### config.mk
export PLATFORM = sky130hd
export DESIGN_NAME = ov7670_capture_ctrl
export DESIGN_NICKNAME = d
export VERILOG_FILES = /design/src/rtl/ov7670_capture_ctrl.sv
export SDC_FILE = /design/constraint.sdc
export NUM_CORES = 1
export LEC_CHECK = 0
export ABC_AREA = 1
export CAP_MARGIN = 5
export CORE_MARGIN = 5
export CORE_UTILIZATION = 50
export CTS_BUF_LIST = sky130_fd_sc_hd__clkbuf_4 sky130_fd_sc_hd__clkbuf_8 sky130_fd_sc_hd__clkbuf_16
export CTS_CLUSTER_DIAMETER = 100
export DETAILED_ROUTE_END_ITERATION = 8
export PLACE_DENSITY = 0.84
export SETUP_SLACK_MARGIN = 0.15
export SYNTH_ARGS = -nofsm -noshare
export SYNTH_HDL_FRONTEND = slang
export SYNTH_SLANG_ARGS = --single-unit
### constraint.sdc
create_clock -name SYS_CLK -period 1.8 [get_ports SYS_CLK]
set_input_delay 0.27 -clock SYS_CLK [delete_from_list [all_inputs] [get_ports SYS_CLK]]
set_output_delay 0.27 -clock SYS_CLK [all_outputs]
set_load 0.03 [all_outputs]
### src/rtl/ov7670_capture_ctrl.sv
// OV7670 -> AL422 frame-capture sequencer: aligns to camera VSYNC, pulses the FIFO
// write-pointer reset, gates OV_WEN for exactly one frame and hands it to the reader.
module ov7670_capture_ctrl #(
    parameter int unsigned RST_PULSE   = 4,
    parameter int unsigned SKIP_FRAMES = 0,
    parameter int unsigned CNT_W       = 8,
    parameter int unsigned SYNC_STAGES = 2
) (
    input  logic             SYS_CLK,
    input  logic             RST,
    input  logic             RUN_EN,
    input  logic             CONT_MODE,
    input  logic [CNT_W-1:0] FRAME_NUM,
    input  logic             OV_VSYNC,
    input  logic             R_IDLE,
    output logic             OV_WRRST,
    output logic             OV_WEN,
    output logic             WR_FRAME,
    output logic             BUSY,
    output logic             RUN_DONE,
    output logic [CNT_W-1:0] FRAME_CNT
);

    typedef enum logic [2:0] {
        StIdle,
        StSkip,
        StWrst,
        StWrite,
        StWaitRd
    } state_e;

    localparam logic [3:0]       SkipLast  = 4'(SKIP_FRAMES);
    localparam logic [3:0]       PulseLast = 4'(RST_PULSE - 1);
    localparam logic [CNT_W-1:0] CntOne    = CNT_W'(1);
    localparam logic [CNT_W-1:0] CntMax    = '1;

    state_e                 state_q, state_d;
    logic [SYNC_STAGES-1:0] sync_q, sync_d;
    logic                   vs_dly_q;
    logic                   vs_edge;
    logic [3:0]             skip_cnt_q, skip_cnt_d;
    logic [3:0]             step_cnt_q, step_cnt_d;
    logic                   wrrst_q, wrrst_d;
    logic                   wen_q, wen_d;
    logic                   wr_frame_q, wr_frame_d;
    logic                   busy_q, busy_d;
    logic                   run_done_q, run_done_d;
    logic [CNT_W-1:0]       frame_cnt_q, frame_cnt_d;
    logic                   rearm;

    assign sync_d  = {sync_q[SYNC_STAGES-2:0], OV_VSYNC};
    assign vs_edge = sync_q[SYNC_STAGES-1] & ~vs_dly_q;
    assign rearm   = CONT_MODE && RUN_EN && ((FRAME_NUM == '0) || (frame_cnt_q < FRAME_NUM));

    always_comb begin
        state_d     = state_q;
        skip_cnt_d  = skip_cnt_q;
        step_cnt_d  = step_cnt_q;
        wrrst_d     = wrrst_q;
        wen_d       = wen_q;
        wr_frame_d  = wr_frame_q;
        run_done_d  = 1'b0;
        frame_cnt_d = frame_cnt_q;

        case (state_q)
            StIdle: begin
                if (RUN_EN) begin
                    state_d     = StSkip;
                    skip_cnt_d  = '0;
                    frame_cnt_d = '0;
                end
            end
            StSkip: begin
                // Abort has priority over a coincident aligning edge.
                if (!RUN_EN) begin
                    state_d    = StIdle;
                    run_done_d = 1'b1;
                end else if (vs_edge) begin
                    if (skip_cnt_q == SkipLast) begin
                        state_d    = StWrst;
                        step_cnt_d = '0;
                        wrrst_d    = 1'b0;
                    end else begin
                        skip_cnt_d = skip_cnt_q + 4'd1;
                    end
                end
            end
            StWrst: begin
                step_cnt_d = step_cnt_q + 4'd1;
                if (step_cnt_q == PulseLast) begin
                    state_d = StWrite;
                    wrrst_d = 1'b1;
                    wen_d   = 1'b1;
                end
            end
            StWrite: begin
                if (vs_edge) begin
                    state_d     = StWaitRd;
                    wen_d       = 1'b0;
                    wr_frame_d  = 1'b1;
                    frame_cnt_d = (frame_cnt_q == CntMax) ? frame_cnt_q : frame_cnt_q + CntOne;
                end
            end
            StWaitRd: begin
                if (R_IDLE) begin
                    wr_frame_d = 1'b0;
                    if (rearm) begin
                        state_d    = StSkip;
                        skip_cnt_d = '0;
                    end else begin
                        state_d    = StIdle;
                        run_done_d = 1'b1;
                    end
                end
            end
            default: begin
                state_d     = StIdle;
                skip_cnt_d  = '0;
                step_cnt_d  = '0;
                wrrst_d     = 1'b1;
                wen_d       = 1'b0;
                wr_frame_d  = 1'b0;
                frame_cnt_d = '0;
            end
        endcase

        busy_d = (state_d != StIdle);
    end

    always_ff @(posedge SYS_CLK or posedge RST) begin
        if (RST) begin
            state_q     <= StIdle;
            sync_q      <= '0;
            vs_dly_q    <= 1'b0;
            skip_cnt_q  <= '0;
            step_cnt_q  <= '0;
            wrrst_q     <= 1'b1;
            wen_q       <= 1'b0;
            wr_frame_q  <= 1'b0;
            busy_q      <= 1'b0;
            run_done_q  <= 1'b0;
            frame_cnt_q <= '0;
        end else begin
            state_q     <= state_d;
            sync_q      <= sync_d;
            vs_dly_q    <= sync_q[SYNC_STAGES-1];
            skip_cnt_q  <= skip_cnt_d;
            step_cnt_q  <= step_cnt_d;
            wrrst_q     <= wrrst_d;
            wen_q       <= wen_d;
            wr_frame_q  <= wr_frame_d;
            busy_q      <= busy_d;
            run_done_q  <= run_done_d;
            frame_cnt_q <= frame_cnt_d;
        end
    end

    assign OV_WRRST  = wrrst_q;
    assign OV_WEN    = wen_q;
    assign WR_FRAME  = wr_frame_q;
    assign BUSY      = busy_q;
    assign RUN_DONE  = run_done_q;
    assign FRAME_CNT = frame_cnt_q;

endmodule

After elaboration in Yosys (flattened, before gate mapping)
Index checks and enable logic that the tools add are counted.
{ "totals": {"in_bits": 14, "word_cells": 94, "ff_bits": 27} }
{ "classes": {"n_bitwise": 7, "mux": 38, "n_eq_ne": 16, "magnitude_cmp": 1, "n_reduce_logical": 18, "addsub": 3} }
{ "ops": {"columns": ["operator", "n"], "rows": [
  ["4-bit 2-to-1 mux", 9],
  ["8-bit 2-to-1 mux", 3],
  ["8-bit one-hot mux with 3 select lines", 1],
  ["3-bit 2-to-1 mux", 7],
  ["2-bit != test, second input constant", 10],
  ["4-bit one-hot mux with 4 select lines", 1],
  ["3-bit one-hot mux with 5 select lines", 1],
  ["4-bit one-hot mux with 3 select lines", 1],
  ["3-bit OR reduction", 4],
  ["1-bit 2-to-1 mux", 11],
  ["1-bit one-hot mux with 3 select lines", 3],
  ["4-bit by 1-bit adder with 4-bit output, second input constant", 2],
  ["8-bit by 1-bit adder with 8-bit output, second input constant", 1],
  ["8-bit == test, second input constant", 1],
  ["8-bit logical NOT", 1],
  ["8-bit less-than comparator", 1],
  ["4-bit AND reduction", 2],
  ["7-bit AND reduction", 1],
  ["3-bit by 2-bit == test with 1-bit output, second input constant", 2],
  ["1-bit inverter", 6],
  ["3-bit AND reduction", 2],
  ["5-bit AND reduction", 1],
  ["4-bit by 2-bit == test with 1-bit output, second input constant", 1],
  ["4-bit logical NOT", 1],
  ["9 further kinds", 10]
]} }

Depth between registers and ports, before layout
Gate-level depths: netlist (run 1).
{ "logic_depth": {"word_depth": 7, "depth_mapped": 14, "depth_no_buf": 14} }

Worst setup path after synthesis (run 1)
OpenSTA, ideal clock, no wires.
{ "synth_path": {"path_kind": "reg-to-reg", "start": "reg frame_cnt_q[5], in the netlist FRAME_CNT[5]", "end": "reg skip_cnt_q[0]", "arrival_ps": 1627, "required_time_ps": 1683, "path_slack_ps": 57, "path_stages_with_launch": 12, "path_buffers": 0, "cell_sequence": "dfrtp_1 > ha_1 > a21oi_1 > nor2_1 > nor3_1 > nand2_1 > nand2_1 > nand2_1 > nand2_1 > nand2_2 > nand2_1 > nand2_1"} }
{ "synth_via": {"elab_chain_cells": 5} }
{ "synth_lines": {"columns": ["element", "line", "source"], "rows": [
  ["start: declaration", "48", "logic [CNT_W-1:0] frame_cnt_q, frame_cnt_d;"],
  ["start signal: assignment", "154", "frame_cnt_q <= frame_cnt_d;"],
  ["8-bit less-than comparator", "53", "assign rearm = CONT_MODE && RUN_EN && ((FRAME_NUM == '0) || (frame_cnt_q < FRAME_NUM));"],
  ["1-bit logical OR", "53", null],
  ["1-bit logical AND", "53", null],
  ["2-bit != test (no source line)", null, null],
  ["7-bit AND reduction (no source line)", null, null],
  ["end signal: assignment", "147", "skip_cnt_q <= skip_cnt_d;"],
  ["end: declaration", "41", "logic [3:0] skip_cnt_q, skip_cnt_d;"]
]} }
Every way passes these cells.
A chain may end at the register's enable or synchronous reset.

Final worst setup path (run 1)
{ "layout_path": {"start": "reg frame_cnt_q[5], in the netlist FRAME_CNT[5]", "end": "reg skip_cnt_q[3]"} }
Same word-level chain as after synthesis.

==> results of run 1 <==
sequential cells by signal, summed over array words and instances, names as in the netlist:
name        count
vs_dly_q        1
state_q         3
skip_cnt_q      4
sync_q          2
WR_FRAME        1
BUSY            1
OV_WRRST        1
OV_WEN          1
FRAME_CNT       8
RUN_DONE        1
step_cnt_q      4
path summary, 6_finish.rpt:
check                                       endpoint  depth (start not counted)
min reg2reg                      sync_q[1]$_DFF_PP0_                          0
max in group asynchronous       OV_WRRST$_DFFE_PP1P_                          3
max reg2reg                skip_cnt_q[3]$_DFFE_PP0P_                         11
min                             state_q[2]$_DFF_PP0_                          3
min in group SYS_CLK             sync_q[1]$_DFF_PP0_                          0
max                        skip_cnt_q[3]$_DFFE_PP0P_                         11
per-layer routing:
metal | part of all wire [%] | vias up | track usage, %
li1 | - | 766 | -
met1 | 41 | 719 | 20.8
met4 | 1.7 | 0 | 5.32
met5 | 0 | - | 0
met3 | 5.6 | 8 | 3.33
met2 | 52 | 47 | 34.5
repair_timing:
item / in CTS / in global routing
setup endpoints to repair: 17 / 17
pin swaps: 3 / 13
buffers inserted: 3 / 6
cloned: 0 / 1
resized for setup: 20 / 31
endpoints found under the hold margin: 0 / 0
worst max-delay path, cell delays in order (launching register included):
cell and delay [ns]:
dfrtp_2 0.46, ha_4 0.24, a21oi_4 0.13, nor2_2 0.06, nor3_2 0.11, nand2_1 0.08, nand2_2 0.09, nand2_2 0.08
nand2_4 0.09, nand2_4 0.05, nand2_1 0.07, nand2_1 0.05
area by class of cell:
class,count,area (um^2)
fill,266,1050
timing repair buffer,37,332
sequential,27,684
inverter,37,144
tap,46,57.6
multi-input combinational,148,986
clock buffer,4,30.0
Yosys cell counts:
cell type and n:
a211oi_4 1, a21oi_1 7, a21oi_2 2, a22o_1 1, dfrtp_1 26, dfstp_2 1, ha_1 11, inv_1 32
inv_2 4, inv_4 1, nand2_1 49, nand2_2 4, nand3_1 11, nand3_2 1, nand3_4 2, nand4_1 2
nor2_1 21, nor2_2 2, nor2_4 1, nor3_1 4, nor3_2 1, nor4_1 6, o21ai_0 8, o21ai_1 5
o22ai_1 1, o31ai_1 1, or2_4 1, xnor2_1 2, xor2_1 3
power by group through the flow:
| stage | combinational, mW | clock (mW) | sequential (mW) |
|---|---|---|---|
| global route | 1.41 | 0.322 | 0.861 |
| floorplan | 0.665 | 0 | 0.935 |
| finish | 1.26 | 0.278 | 0.841 |
| detailed placement | 1.07 | 0 | 0.841 |
| global placement | 1.04 | 0 | 0.840 |
| CTS | 1.06 | 0.282 | 0.828 |
cell families after synthesis:
logic type                 synth area share, %
buffers and inverters                     8.52
DFF                                       40.8
xor gates and xnor gates                  2.64
adders and majority gates                 8.29
AOI/OAI and AO/OA                         9.65
and+or+nand+nor                           30.1
metrics by stage:
stage	instances	cell area, um^2	hold WS [ns]
5_1_grt	299	2230	0.320
3_3_place_gp	285	2000	0.336
3_5_place_dp	285	2000	0.340
6_report	299	2230	0.278
4_1_cts	292	2060	0.290
2_1_floorplan	211	1670	0.301
==> flow_metrics.tcl, run 1 <==
set metrics [dict create \
    netlist_instances 211 \
    p_clk_share_pct 11.7 \
    maxSlewHeadroom_pct 72.9 \
    timing.final.hold_violations 0 \
    root_buffer "clkbuf_4" \
    grt_first_pass_wirelength_mm 6.45 \
    synth.yosys.warnings 0 \
    clkLatencyLatePin_ns 0.33 \
    die_y_um 67.6 \
    worstPathArrival_ns 1.86 \
    p_sw_share_pct 44.6 \
    worstPathMaxFanout 5 \
    postLayoutCoreUtil_pct 68.0 \
    cts_hold_buf 0 \
    synth_top_area_share_pct 39.2 \
    synth_cell_types 29 \
    r2r_slack_ns 0.17 \
    dp_hpwl_mm 2.63 \
    core_area_um2 3280 \
    syn_nets 236 \
    nets 279 \
    hold_class "in -> async" \
    area_growth_pct 34.5 \
    synth.largest_area_cell "dfrtp_1" \
    ys_seq_area_share_pct 40.8 \
    setup_slack_ns 0.169 \
    cellLeakagePower_nw 1.12 \
    drcViolationCount 0 \
    vdd_drop_max_v 0.000756 \
    diodes 0 \
    tritoncts "yes" \
    preCtsSetupSlack_ns -0.303 \
    cp.required_ns 2.03 \
    fin_crit_sh_pct 90.6 \
    avgSynthCellArea_um2 7.87 \
    ios 27 \
    routedWlPerCell_um 12.8 \
    via_per_inst 5.15 \
    drive_gt1_share_pct 26.5 \
    wl_mm 3.84 \
    power_frac_seq_pct 35.4 \
    grt_max_degree 28 \
    setup_tns_ns 0 \
    max_slew.worst_pin.slew_ns 0.402 \
    rows 21 \
    ys_seq_elements 27 \
    cap_violations 0 \
    clock_path_buffers 2 \
    total_power_mw 2.37 \
    antenna_found_initial 0 \
    min_period_ns 1.63 \
    endpoint_kind "flip-flop" \
    clock.fmax_mhz 613 \
    io_buffers 26 \
    layout_commonest_cell "nand2_1" \
    timing.rr.start "FRAME_CNT[5]$_DFFE_PP0P_" \
    clkTransAtPathRegs_ns 0.15 \
    grt_pass1_vias 1554 \
    cp-startpoint "FRAME_CNT[5]$_DFFE_PP0P_" \
    status "finished clean" \
    crit_type "reg -> reg" \
    fin_skew_ns 0.0148 \
    power_switching_mw 1.06 \
    cts_sinks 27 \
    chipWidth_um 67.6 \
    drt_iter0_drc 36 \
    drt_first_pass_iters 4 \
    h-tree-depth 1 \
    layout_common_cells "nand2_1 (42), inv_1 (29), dfrtp_1 (20), nor2_1 (18), dlygate4sd2_1 (13)" \
    grt_setup_unrepaired "yes" \
    setup_viol 0 \
    die-area_um2 4570 \
    synthTopCellsByArea "dfrtp_1 (39%), nand2_1 (11%), ha_1 (8.3%)" \
    worst_setup_path_start_kind "flip-flop" \
    grt.overflow.total 0 \
    drtAntennaViolNets 0 \
    power_density_nw_per_um2 1060 \
    cts_buffers 3 \
    gp_congestion 0.820 \
    initial_utilization_pct 50.6 \
    combPwrFrac_pct 52.9 \
    track_usage_pct 18.3 \
    p_int_mw 1.31 \
    vias 1540 \
    slew_violations 0 \
    syn-cell-area_um2 1660 \
]
Note: power is estimated with default switching activity, not from simulation.
==> inputs of run 2 (changes only) <==
--- a/config.mk
+++ b/config.mk
@@ -13,6 +13,7 @@
 export CTS_CLUSTER_DIAMETER = 100
 export DETAILED_ROUTE_END_ITERATION = 8
 export PLACE_DENSITY = 0.84
+export RECOVER_POWER = 25
 export SETUP_SLACK_MARGIN = 0.15
 export SYNTH_ARGS = -nofsm -noshare
 export SYNTH_HDL_FRONTEND = slang
==> flow_metrics.tcl, run 2 (synthesis results as in run 1) <==
set metrics [dict create \
    status "finished clean" \
    p_int_mw 1.31 \
    antenna_found_initial 0 \
    area_growth_pct 34.4 \
    max_slew.worst_pin.slew_ns 0.685 \
    holdWs_ns 0.368 \
    worstPathMaxFanout 5 \
    cp-startpoint "FRAME_CNT[5]$_DFFE_PP0P_" \
    max_stage_delay_ns 0.46 \
    clkLatencyLatePin_ns 0.33 \
    clkTransAtPathRegs_ns 0.15 \
    worstPathArrival_ns 1.86 \
    dp_hpwl_mm 2.63 \
    multi_input_area_um2 986 \
    p_sw_share_pct 44.7 \
    combPwrFrac_pct 52.8 \
    timing.final.hold_violations 0 \
    critPathSlowestCell "dfrtp_2" \
    cts_sinks 27 \
    layout_commonest_cell "nand2_1" \
    endpoint_kind "flip-flop" \
    path_buf_inv 0 \
    setup_viol 0 \
    worstReg2RegEnd "skip_cnt_q[3]$_DFFE_PP0P_" \
    vdd_drop_max_v 0.000756 \
    track_usage_pct 18.3 \
    final_area_um2 2230 \
    slew_violations 0 \
    layout_common_cells "nand2_1 (42), inv_1 (29), dfrtp_1 (20), nor2_1 (18), dlygate4sd2_1 (13)" \
    drive_gt1_share_pct 26.5 \
    drt_iter0_drc 36 \
    grt_setup_unrepaired "yes" \
    h-tree-depth 1 \
    via_per_inst 5.15 \
    core_area_um2 3280 \
    cp.depth 11 \
    grt_pass1_vias 1554 \
    fin_crit_sh_pct 90.6 \
    maxSlewHeadroom_pct 54.3 \
    largest_register_ffs 8 \
    gp_congestion 0.820 \
    initial_utilization_pct 50.6 \
    fin_skew_ns 0.0148 \
    place_area_um2 2000 \
    cp_cell_sequence "ha_4 -> a21oi_4 -> nor2_2 -> nor3_2 -> nand2_1 -> nand2_2 -> nand2_2 -> nand2_4 -> nand2_4 -> nand2_1 -> nand2_1" \
    die_y_um 67.6 \
    cellLeakagePower_nw 1.12 \
    drcViolationCount 0 \
    root_buffer "clkbuf_4" \
    nFillCells 267 \
    power_switching_mw 1.06 \
    tritoncts "yes" \
    clock_path_buffers 2 \
    rows 21 \
    drtAntennaViolNets 0 \
    hold_class "reg -> reg" \
    crit_type "reg -> reg" \
    hold_start "sync_q[0]$_DFF_PP0_" \
    ios 27 \
    cts_hold_buf 0 \
    routedWlPerCell_um 12.8 \
    clock.fmax_mhz 613 \
    io_buffers 26 \
    seqCellArea_um2 684 \
    critPathCapture "skip_cnt_q[3]$_DFFE_PP0P_" \
    grt_max_degree 28 \
    wl_mm 3.84 \
    die-area_um2 4570 \
    grt.overflow.total 0 \
    chipWidth_um 67.6 \
    cp.required_ns 2.03 \
    reg2reg_depth 11 \
    r2r_slack_ns 0.17 \
    setup_tns_ns 0 \
    drt_first_pass_iters 4 \
    vias 1540 \
    p_clk_share_pct 11.7 \
    cap_violations 0 \
    power_density_nw_per_um2 1060 \
    cts_buffers 3 \
    power_frac_seq_pct 35.5 \
    grt_first_pass_wirelength_mm 6.45 \
    diodes 0 \
    cp_top_family "simple AND/OR/NAND/NOR gates" \
    cp_common_cell "nand2_1" \
    min_period_ns 1.63 \
    timing.rr.start "FRAME_CNT[5]$_DFFE_PP0P_" \
    nets 279 \
    worst_setup_path_start_kind "flip-flop" \
]
==> run 2: cell types whose count changed in the layout (fill, tap and decap cells not counted) <==
cell,change
buf_4,-1
clkdlybuf4s50_1,-2
clkbuf_2,+1
dlygate4sd3_1,+2
==> run 2: worst min-delay path by stage <==
stage,endpoint,cells after the start
floorplan,sync_q[0]$_DFF_PP0_,0
global placement,sync_q[1]$_DFF_PP0_,0
detailed placement,sync_q[1]$_DFF_PP0_,0
CTS,state_q[2]$_DFF_PP0_,3
global route,sync_q[1]$_DFF_PP0_,0
finish,sync_q[1]$_DFF_PP0_,0
==> run 2: per-layer routing <==
| layer | track usage [%] | vias up | routed length (um) |
|---|---|---|---|
| li1 | - | 766 | - |
| met1 | 20.8 | 719 | 1560 |
| met2 | 34.5 | 47 | 2000 |
| met3 | 3.33 | 8 | 216 |
| met4 | 5.32 | 0 | 66 |
| met5 | 0 | - | 0 |
==> run 2: repair_timing <==
item / CTS / global route
buffers inserted: 3 / 6
pin swaps: 3 / 13
gates cloned: 0 / 1
gates resized for setup: 20 / 31
endpoints found under the setup margin: 17 / 17
==> run 2: through the flow <==
stage / std cells / setup WS, ns / utilization (%) / power [mW]
after CTS: 292 / 0.152 / 62.8 / 2.17
final: 299 / 0.169 / 67.9 / 2.37
after floorplan: 211 / 0.153 / - / 1.60
after detailed placement: 285 / -0.303 / 60.9 / 1.91
after global routing: 299 / 0.0138 / 67.9 / 2.59
after global placement: 285 / -0.239 / 60.9 / 1.88
==> run 2: layout make-up <==
cell class | instances | share of cell area (%)
multi-input cells | 148 | 44.2
flip-flops and latches | 27 | 30.7
repair buffers | 37 | 14.8
inverters | 37 | 6.45
well taps | 46 | 2.58
clock buffers | 4 | 1.35
==> run 2: power groups by stage <==
stage	registers [mW]	logic [mW]	clock network, mW
floorplan	0.935	0.665	0
global placement	0.840	1.04	0
detailed placement	0.841	1.07	0
CTS	0.828	1.06	0.282
global route	0.861	1.40	0.322
finish	0.841	1.25	0.278
